### config.mk
export PLATFORM = sky130hd
export DESIGN_NAME = mem_access_ctrl
export DESIGN_NICKNAME = d
export VERILOG_FILES = /design/src/rtl/mem_access_ctrl.sv
export SDC_FILE = /design/constraint.sdc
export NUM_CORES = 1
export LEC_CHECK = 0
export ABC_CLOCK_PERIOD_IN_PS = 2650
export CORE_MARGIN = 2
export CORE_UTILIZATION = 35
export CTS_BUF_LIST = sky130_fd_sc_hd__clkbuf_8
export CTS_CLUSTER_DIAMETER = 120
export DETAILED_ROUTE_END_ITERATION = 10
export PLACE_DENSITY = 0.73
export SYNTH_ARGS = -nofsm -noshare
export SYNTH_HDL_FRONTEND = slang
export SYNTH_SLANG_ARGS = --single-unit
### constraint.sdc
create_clock -name clk -period 2.65 [get_ports clk]
set_input_delay 0.53 -clock clk [delete_from_list [all_inputs] [get_ports clk]]
set_output_delay 0.53 -clock clk [all_outputs]
set_load 0.02 [all_outputs]
### src/rtl/mem_access_ctrl.sv
// MEM-stage load/store sequencer for a req/gnt/rvalid data memory.
// Handles lane steering, load extension, legality checks and access timeout.
module mem_access_ctrl #(
    parameter int unsigned DATA_WIDTH     = 32,
    parameter int unsigned TIMEOUT_CYCLES = 64
) (
    input  logic                  clk,
    input  logic                  rst,
    input  logic                  valid_i,
    input  logic                  RE_i,
    input  logic                  WE_i,
    input  logic [2:0]            funct3_i,
    input  logic [DATA_WIDTH-1:0] address_i,
    input  logic [DATA_WIDTH-1:0] write_data_i,
    output logic                  dmem_req_o,
    output logic                  dmem_we_o,
    output logic [DATA_WIDTH-1:0] dmem_addr_o,
    output logic [DATA_WIDTH-1:0] dmem_wdata_o,
    output logic [3:0]            dmem_be_o,
    input  logic                  dmem_gnt_i,
    input  logic                  dmem_rvalid_i,
    input  logic [DATA_WIDTH-1:0] dmem_rdata_i,
    output logic                  stall_o,
    output logic [DATA_WIDTH-1:0] LMD_o,
    output logic                  lmd_valid_o,
    output logic [1:0]            err_o
);
    localparam int unsigned    CntW    = $clog2(TIMEOUT_CYCLES) + 1;
    localparam logic [CntW-1:0] CntLast = CntW'(TIMEOUT_CYCLES - 1);

    typedef enum logic [2:0] {StIdle, StReq, StWait, StDone, StErr} state_e;

    state_e                state_q;
    logic [CntW-1:0]       cnt_q;
    logic [DATA_WIDTH-1:0] addr_q;
    logic [DATA_WIDTH-1:0] wdata_q;
    logic [DATA_WIDTH-1:0] lmd_q;
    logic [2:0]            funct3_q;
    logic                  store_q;
    logic [1:0]            err_q;

    logic                  access;
    logic                  f3_ok;
    logic                  illegal;
    logic                  misaligned;
    logic                  timeout;
    logic                  in_req;
    logic [DATA_WIDTH-1:0] rdata_shift;
    logic [DATA_WIDTH-1:0] load_fmt;
    logic [DATA_WIDTH-1:0] store_rep;
    logic [3:0]            store_be;

    assign access     = valid_i & (RE_i | WE_i);
    assign f3_ok      = RE_i ? (funct3_i inside {3'b000, 3'b001, 3'b010, 3'b100, 3'b101})
                             : (funct3_i inside {3'b000, 3'b001, 3'b010});
    assign illegal    = (RE_i & WE_i) | ~f3_ok;
    assign misaligned = ((funct3_i[1:0] == 2'b01) & address_i[0]) |
                        ((funct3_i[1:0] == 2'b10) & (|address_i[1:0]));
    assign timeout    = (cnt_q == CntLast);
    assign in_req     = (state_q == StReq);

    // Halfword loads are aligned, so the byte-offset shift also selects the half lane.
    assign rdata_shift = dmem_rdata_i >> {addr_q[1:0], 3'b000};

    always_comb begin
        case (funct3_q[1:0])
            2'b00:   load_fmt = {{24{~funct3_q[2] & rdata_shift[7]}}, rdata_shift[7:0]};
            2'b01:   load_fmt = {{16{~funct3_q[2] & rdata_shift[15]}}, rdata_shift[15:0]};
            default: load_fmt = dmem_rdata_i;
        endcase
    end

    always_comb begin
        case (funct3_q[1:0])
            2'b00: begin
                store_be  = 4'b0001 << addr_q[1:0];
                store_rep = {4{wdata_q[7:0]}};
            end
            2'b01: begin
                store_be  = addr_q[1] ? 4'b1100 : 4'b0011;
                store_rep = {2{wdata_q[15:0]}};
            end
            default: begin
                store_be  = 4'b1111;
                store_rep = wdata_q;
            end
        endcase
    end

    always_ff @(posedge clk) begin
        if (rst) begin
            state_q  <= StIdle;
            cnt_q    <= '0;
            addr_q   <= '0;
            wdata_q  <= '0;
            funct3_q <= '0;
            store_q  <= 1'b0;
            err_q    <= 2'b00;
            lmd_q    <= '0;
        end else begin
            case (state_q)
                StIdle: begin
                    cnt_q <= '0;
                    if (access) begin
                        addr_q   <= address_i;
                        wdata_q  <= write_data_i;
                        funct3_q <= funct3_i;
                        store_q  <= WE_i;
                        if (illegal) begin
                            err_q   <= 2'b11;
                            state_q <= StErr;
                        end else if (misaligned) begin
                            err_q   <= 2'b01;
                            state_q <= StErr;
                        end else begin
                            state_q <= StReq;
                        end
                    end
                end
                StReq: begin
                    cnt_q <= cnt_q + 1'b1;
                    // A granted store completes even on the last budgeted cycle.
                    if (dmem_gnt_i && store_q) begin
                        state_q <= StDone;
                    end else if (timeout) begin
                        err_q   <= 2'b10;
                        state_q <= StErr;
                    end else if (dmem_gnt_i) begin
                        state_q <= StWait;
                    end
                end
                StWait: begin
                    cnt_q <= cnt_q + 1'b1;
                    if (dmem_rvalid_i) begin
                        lmd_q   <= load_fmt;
                        state_q <= StDone;
                    end else if (timeout) begin
                        err_q   <= 2'b10;
                        state_q <= StErr;
                    end
                end
                default: begin
                    cnt_q   <= '0;
                    state_q <= StIdle;
                end
            endcase
        end
    end

    assign dmem_req_o   = in_req;
    assign dmem_we_o    = in_req & store_q;
    assign dmem_addr_o  = in_req ? {addr_q[DATA_WIDTH-1:2], 2'b00} : '0;
    assign dmem_be_o    = in_req ? (store_q ? store_be : 4'b1111) : 4'b0000;
    assign dmem_wdata_o = (in_req & store_q) ? store_rep : '0;
    assign stall_o      = ((state_q == StIdle) & access) | in_req | (state_q == StWait);
    assign LMD_o        = lmd_q;
    assign lmd_valid_o  = (state_q == StDone) & ~store_q;
    assign err_o        = (state_q == StErr) ? err_q : 2'b00;

endmodule
==> summary.md, run 1 <==
| Metric | Value |
|---|---|
| Hold Path End | cnt_q[0] |
| Delay-heaviest family, CP | buffers and inverters |
| Internal power | 2540 uW |
| H-tree Lvls | 3 |
| Initial DRC count | 291 |
| Critical Path AT | 2040 ps |
| GRT Resource Usage Total | 0.204 |
| Residual DRC | 0 |
| Clock Sink Count | 112 |
| Design Power | 3530 uW |
| DP HPWL | roughly 12000 um |
| Global-route wire length before repair | ~27000 um |
| Layout cells sized above 1 | 0.120 |
| R2r startpoint | addr_q[1] |
| Worst R2R Path Depth | 7 |
| Max-cap violations | 0 |
| Worst-path clk slew | 100 ps |
| Place WS | -104 ps |
| NetSw | 990 uW |
| Post-layout worst setup margin | 84.0 ps |
| Core box area | 15100 um^2 |
| Worst path bufs/invs | 1 |
| Total number of vias | about 5500 |
| Hold-fix buffers at CTS | 0 |
| Lkg Pwr | 0.00296 uW |
| RSZ-0062 raised after global routing | false |
| Yosys top cell area share | 0.416 |
| Row count | 45 |
| Vias in the first global route | 5078 |
| Clock power share | 0.303 |
| Clk_lat worst skew | 380 ps |
| VDD IR max | 237 uV |
| Status | finished clean |
| N_diodes | 0 |
| Top FF cell, synth | dfxtp_1 |
| Beginning of the worst hold path | cnt_q[0] |
| Rel. slew slack | 0.501 |
| Slew @ Worst Pin | 748 ps |
| Max Buffers Root-to-Sink | 2 |
| Crit. End Element | primary output |
| Post-synthesis sequential area ratio | 0.416 |
| R2r setup slk | 610 ps |
| Netlist cell types | 53 |
| Flop pwr share | 0.514 |
| Final GP Congestion | 0.836 |
| Commonest non-fill, non-tap cell in the layout | nand2_1 |
| DR vias/cell | 5.08 |
| Grt total ovfl | 0 |
| Gate power share | 0.182 |
| Routed length per instance | 15.7 um |
| Setup CP Type | reg -> out |
| Clk root buf | clkbuf_8 |
| Sw frac | 0.280 |
| Die area | 16400 um^2 |
| CTS tree | yes |
| Cell area after synthesis | 5390 um^2 |
| Chip width | 128 um |
| Most frequent cells in the layout | nand2_1, clkdlybuf4s50_1, dfxtp_1 |
| Count of final setup violators | 0 |
| Final setup skew | 11.1 ps |
| Synth Register Bits | 112 |
| Cells after Synth | 705 |
| Die Ht | 128 um |
| Startpoint Class | register |
| Buffers on Ports | 209 |
| Antenna violations before repair | 0 |
| Routed WL | 17100 um |
| Reg2reg end | LMD_o[17] |
| Largest net degree at the start of global routing | 69 |
| Final period utilization | 0.968 |
| # nets final | 999 |
| Num CTS Buffers | 9 |
| CP cell instances | nand2b_1 -> or2_2 -> a21oi_1 -> clkdlybuf4s50_1 |
| Drt first pass iters | 5 |
| CP Data Required Time | 2120 ps |
| Initial Utilization | 0.356 |
| IO Pins | 212 |
| Worst Hold Class | reg -> reg |
| EDFF count, synth | 0 |
| DRT antenna net count | 0 |
| Setup_tns | 0 ps |
| Max FO, Critical Path | 5 |
| FFs w/ async S/R, synth | 0 |
| Shortest period the worst path allows | between 2000 and 3000 ps |
| Synthesis-to-layout area growth | 44.3% |
| Synth warnings | 0 |
| Pwr per Cell Area | 454 nW/um^2 |
| Average size of a mapped cell | 7.64 um^2 |
| Maximum clock frequency | 0.390 GHz |
| Critical Path Max Stage Delay | 660 ps |
| Cell taking the most area after synthesis | dfxtp_1 |
| Final Hold Fails | 0 |
| Cell at the slowest stage of the critical path | clkdlybuf4s50_1 |
| Max Slew Vio Count | 0 |
| Largest cells by area after synthesis | dfxtp_1, nand2_1, a21oi_1 |
| Hold Crit Depth | 1 |
[cells in the mapped netlist (4+ instances only)]
master / count
nand2b_1: 4
buf_2: 8
mux2_2: 8
a222oi_1: 7
a211oi_2: 10
and2_1: 31
dfxtp_1: 112
o211ai_1: 7
inv_1: 7
clkbuf_1: 41
nor2_1: 69
o21ai_0: 12
mux2i_1: 17
nand2_1: 186
buf_1: 6
and3_1: 11
a22oi_1: 8
a21oi_1: 95
a211oi_1: 13
[per-stage QoR]
step	util	area (um^2)	hold WS [ps]	cells
finish	0.513	7770	442	1085
CTS	0.520	7870	448	1085
global route	0.513	7770	475	1085
floorplan	-	5390	413	706
global placement	0.509	7710	426	1069
detailed placement	0.509	7710	430	1069
[cells by family after synthesis]
family          share of synthesized area
buf+inv                            0.0520
flops                               0.416
other cells                      0.000696
simple gates                        0.261
fa+ha+maj                         0.00232
xor+xnor                          0.00813
mux                                0.0525
compound gates                      0.207
[power by group through the flow]
stage          sequential [uW]  clock (uW)  combinational (uW)
6_report                  1820        1070                 644
5_1_grt                   1830        1170                 708
4_1_cts                   1820        1110                 647
3_5_place_dp              1860           0                 647
3_3_place_gp              1850           0                 642
2_1_floorplan             1840           0                 353
[how the worst max path moves through the flow]
| stage | from | end | slack, ps | depth (start not counted) |
|---|---|---|---|---|
| 6_report | state_q[1] | dmem_be_o[3] | 80 | 4 |
| 2_1_floorplan | state_q[0] | dmem_wdata_o[13] | 480 | 7 |
| 3_5_place_dp | WE_i | stall_o | -100 | 5 |
| 5_1_grt | state_q[1] | dmem_be_o[3] | 10 | 4 |
| 4_1_cts | state_q[1] | dmem_wdata_o[11] | 2 | 7 |
| 3_3_place_gp | WE_i | stall_o | -90 | 5 |
[state kept, by name, indices dropped and copies added (netlist names)]
signal    cells
funct3_q      3
err_q         2
cnt_q         7
wdata_q      32
addr_q       32
state_q       3
store_q       1
LMD_o        32
[what timing repair did]
action | in CTS | in global routing
endpoints found under the setup margin | 65 | 54
setup buffers | 0 | 0
endpoints found under the hold margin | 0 | 0
resized for setup | 88 | 57
[worst register-to-register path, delay by kind of cell (launching register included)]
kind	cells	cell delay [ps]
and+or+nand+nor	2	290
buffers and inverters	2	430
muxes	1	560
AOI/OAI and AO/OA	2	170
DFF	1	470
[layer usage]
metal | global-route usage | wire length [um] | vias up | share of wire
li1 | - | - | 2741 | -
met1 | 0.268 | 7490 | 2496 | 0.44
met2 | 0.322 | 7650 | 249 | 0.45
met3 | 0.0547 | 1590 | 24 | 0.093
met4 | 0.0750 | 335 | 0 | 0.020
met5 | 0 | 0 | - | 0
[area by class of cell]
cell class	instances	area, um^2
flip-flops and latches	112	2250
repair buffers	234	2180
multi-input cells	528	2880
fillers	1490	7370
clock buffers	10	138
clock inverters	6	68.8
inverters	7	26.3
well taps	188	235
Power figures use the tool's default switching activity.
==> run 2, diff against run 1 <==
--- a/config.mk
+++ b/config.mk
@@ -11,6 +11,7 @@
 export CTS_BUF_LIST = sky130_fd_sc_hd__clkbuf_8
 export CTS_CLUSTER_DIAMETER = 120
 export DETAILED_ROUTE_END_ITERATION = 10
+export HOLD_SLACK_MARGIN = 0.06
 export PLACE_DENSITY = 0.73
 export SYNTH_ARGS = -nofsm -noshare
 export SYNTH_HDL_FRONTEND = slang
==> results of run 2 <==
Same layout as run 1: the final DEF is identical, and so are final timing and power.
==> RTL change: new RTL, config.mk and constraints of run 1 <==
Make the reset (`rst`) asynchronous in one clocked block.
--- a/src/rtl/mem_access_ctrl.sv
+++ b/src/rtl/mem_access_ctrl.sv
@@ -88,5 +88,5 @@
     end
 
-    always_ff @(posedge clk) begin
+    always_ff @(posedge clk or posedge rst) begin
         if (rst) begin
             state_q  <= StIdle;
Formal check against the unedited RTL: differs if rst is asserted again (counterexample within 4 cycles, from zero or initial values and one cycle with rst high); with rst held inactive, the same outputs for 4 cycles.
==> RTL change against run 1 <==
- sequential share of layout area increased by 4.9 points
- wire length decreased by 0.18%
- setup slack got worse by 0.0066 ns
- critical endpoint is now dmem_be_o[0]
- synthesized cell count decreased by 19%
- final area increased by 7.0%
- sequential cell count unchanged
- area after synthesis increased by 7.4%
Power is not compared: it rests on default switching activity, and its combinational part moved more than twofold at a synthesized area within 25%.
==> RTL change: results (changes against run 1) <==
- Worst Tran Pin Value: 0.5660 ns (-0.1819 ns)
- Sequential portion of the cell area: 33.76% (+4.9 points)
- CTS Buffer Depth: 2 (unchanged)
- Clk cell area share: 2.333% (-0.32 points)
- 1st-pass router iterations: 7 (+2)
- Post-cts sizing count: 65 (-26%)
- Synth unique cells: 50 (-5.7%)
- GRT Util Overall: 19.38% (-1.0 points)
- Hold slack: 0.4385 ns (-0.003081 ns)
- Leak pwr: 3.804 nW
- M1 WL: 7060 um (-5.8%)
- Gate Count Post-Synth: 568 (-19%)
- Reg2Reg Capture Point: LMD_o[11]
- Flop-to-flop setup slack: 0.44 ns (-0.17 ns)
- Fraction of area in multi-input gates: 32.52% (-4.5 points)
- Post-Syn Area: 5783 um2 (+7.4%)
- DP Area: 8187 um2 (+6.2%)
- Clk_lat worst skew: 0.38 ns (about the same)
- # fillers: 1,546 (+3.8%)
- Final period utilization: 97.08% (+0.25 points)
- Worst r2r path cells: 6 (-1)
- CP Max Fanout: 9 (+4)
- NonClk Buf Share: 27.56% (-0.48 points)
- Starting DRT DRC Count: 322 (+11%)
- Worst hold path class: in2async
- R2R Path Start: funct3_q[1]
- Register area share after synthesis: 48.46% (+6.8 points)
- Fraction of registers with async set or reset after synthesis: 100.0% (+100 points)
- Top post-synthesis cells by count: 112 x dfrtp_1, 76 x mux2_2, 52 x nor2_1, 48 x nand2_1, 37 x a21oi_1
- Worst VDD drop: 0.4486 mV
- Initial antenna violation count: 0 (unchanged)
- Multi-input comb cells: 400 (-24%)
- Vias per inst: 5.047 (-0.63%)
- Final Skew: 0.01218 ns (+0.001042 ns)
- First-pass GRT wire length: 26,940 um (+1.2%)
- Met2 WL post-DR: 8001 um (+4.6%)
- Non-clock inverter count: 11 (+4)
- Dpl hpwl: 12,400 um (+3.5%)
- Per-cell routed wire length: 17.22 um (+9.5%)
- Placed Cells: 974 (-8.9%)
- Setup WS pre-CTS: 0.09221 ns (+0.1966 ns)
- Ratio of cells with drive above 1 in the final layout: 17.21% (+5.2 points)
- Seq Cell Count: 112 (unchanged)
- Ys Warns: 0 (unchanged)
- Post-layout nets: 876 (-12%)
- Ys flop type: dfrtp_1
- Status: completed
- Placer congestion estimate: 0.8283 (-0.87%)
- Signal buffers: 235 (+0.43%)
- Root Buffer: clkbuf_8
- Synth area leaders: dfrtp_1 48%, mux2_2 15%, and2_1 3.6%
- Via count: 4,991 (-9.4%)
- Met3 routed WL: 1615 um (+1.7%)
- Clock Pin Slew Worst Setup and Hold Paths: 0.11 ns
- Port Buffers: 209 (unchanged)
- Largest net degree at the start of global routing: 77 (+12%)
RTL change: cell count changes after synthesis, sizes merged, moves of 23 or more:
| cell | before | now |
|---|---|---|
| a21oi | 95 | 37 |
| a211oi | 23 | 0 |
| nand2 | 186 | 48 |
| dfxtp | 112 | 0 |
| clkbuf | 41 | 18 |
| nand3 | 3 | 35 |
| dfrtp | 0 | 112 |
| mux2 | 8 | 76 |
RTL change: where the power goes:
group | switching (mW) | leakage (nW) | internal, mW
clock | 0.621 | 0.0996 | 0.440
combinational | 2.38 | 2.35 | 2.29
sequential | 0.556 | 1.35 | 2.49
total | 3.56 | 3.80 | 5.23
RTL change: cells by family after synthesis:
family                     synth area share (%)
other                                   0.06484
muxes                                     18.09
adders and majority gates                0.2163
xor gates and xnor gates                 0.6059
and+or+nand+nor                           17.24
AOI/OAI and AO/OA                         10.32
buffers and inverters                     4.998
DFF                                       48.46
RTL change: per-stage QoR:
stage,util (%),total power [mW]
after floorplan,-,6.044
after global placement,51.17,7.850
after detailed placement,51.17,7.935
after CTS,51.88,8.887
after global routing,51.95,9.388
final,51.95,8.786
RTL change: how the worst max path moves through the flow:
stage / start / to / depth (start not counted)
2_1_floorplan: state_q[1] / dmem_wdata_o[13] / 8
3_3_place_gp: WE_i / stall_o / 4
3_5_place_dp: WE_i / stall_o / 4
4_1_cts: funct3_q[0] / dmem_be_o[2] / 5
5_1_grt: state_q[1] / dmem_wdata_o[13] / 7
6_report: funct3_q[0] / dmem_be_o[0] / 5
RTL change: per-layer routing:
layer | up-vias | track usage (%)
li1 | 2368 | -
met1 | 2377 | 24.07
met2 | 219 | 31.58
met3 | 27 | 6.398
met4 | 0 | 6.930
met5 | - | 0
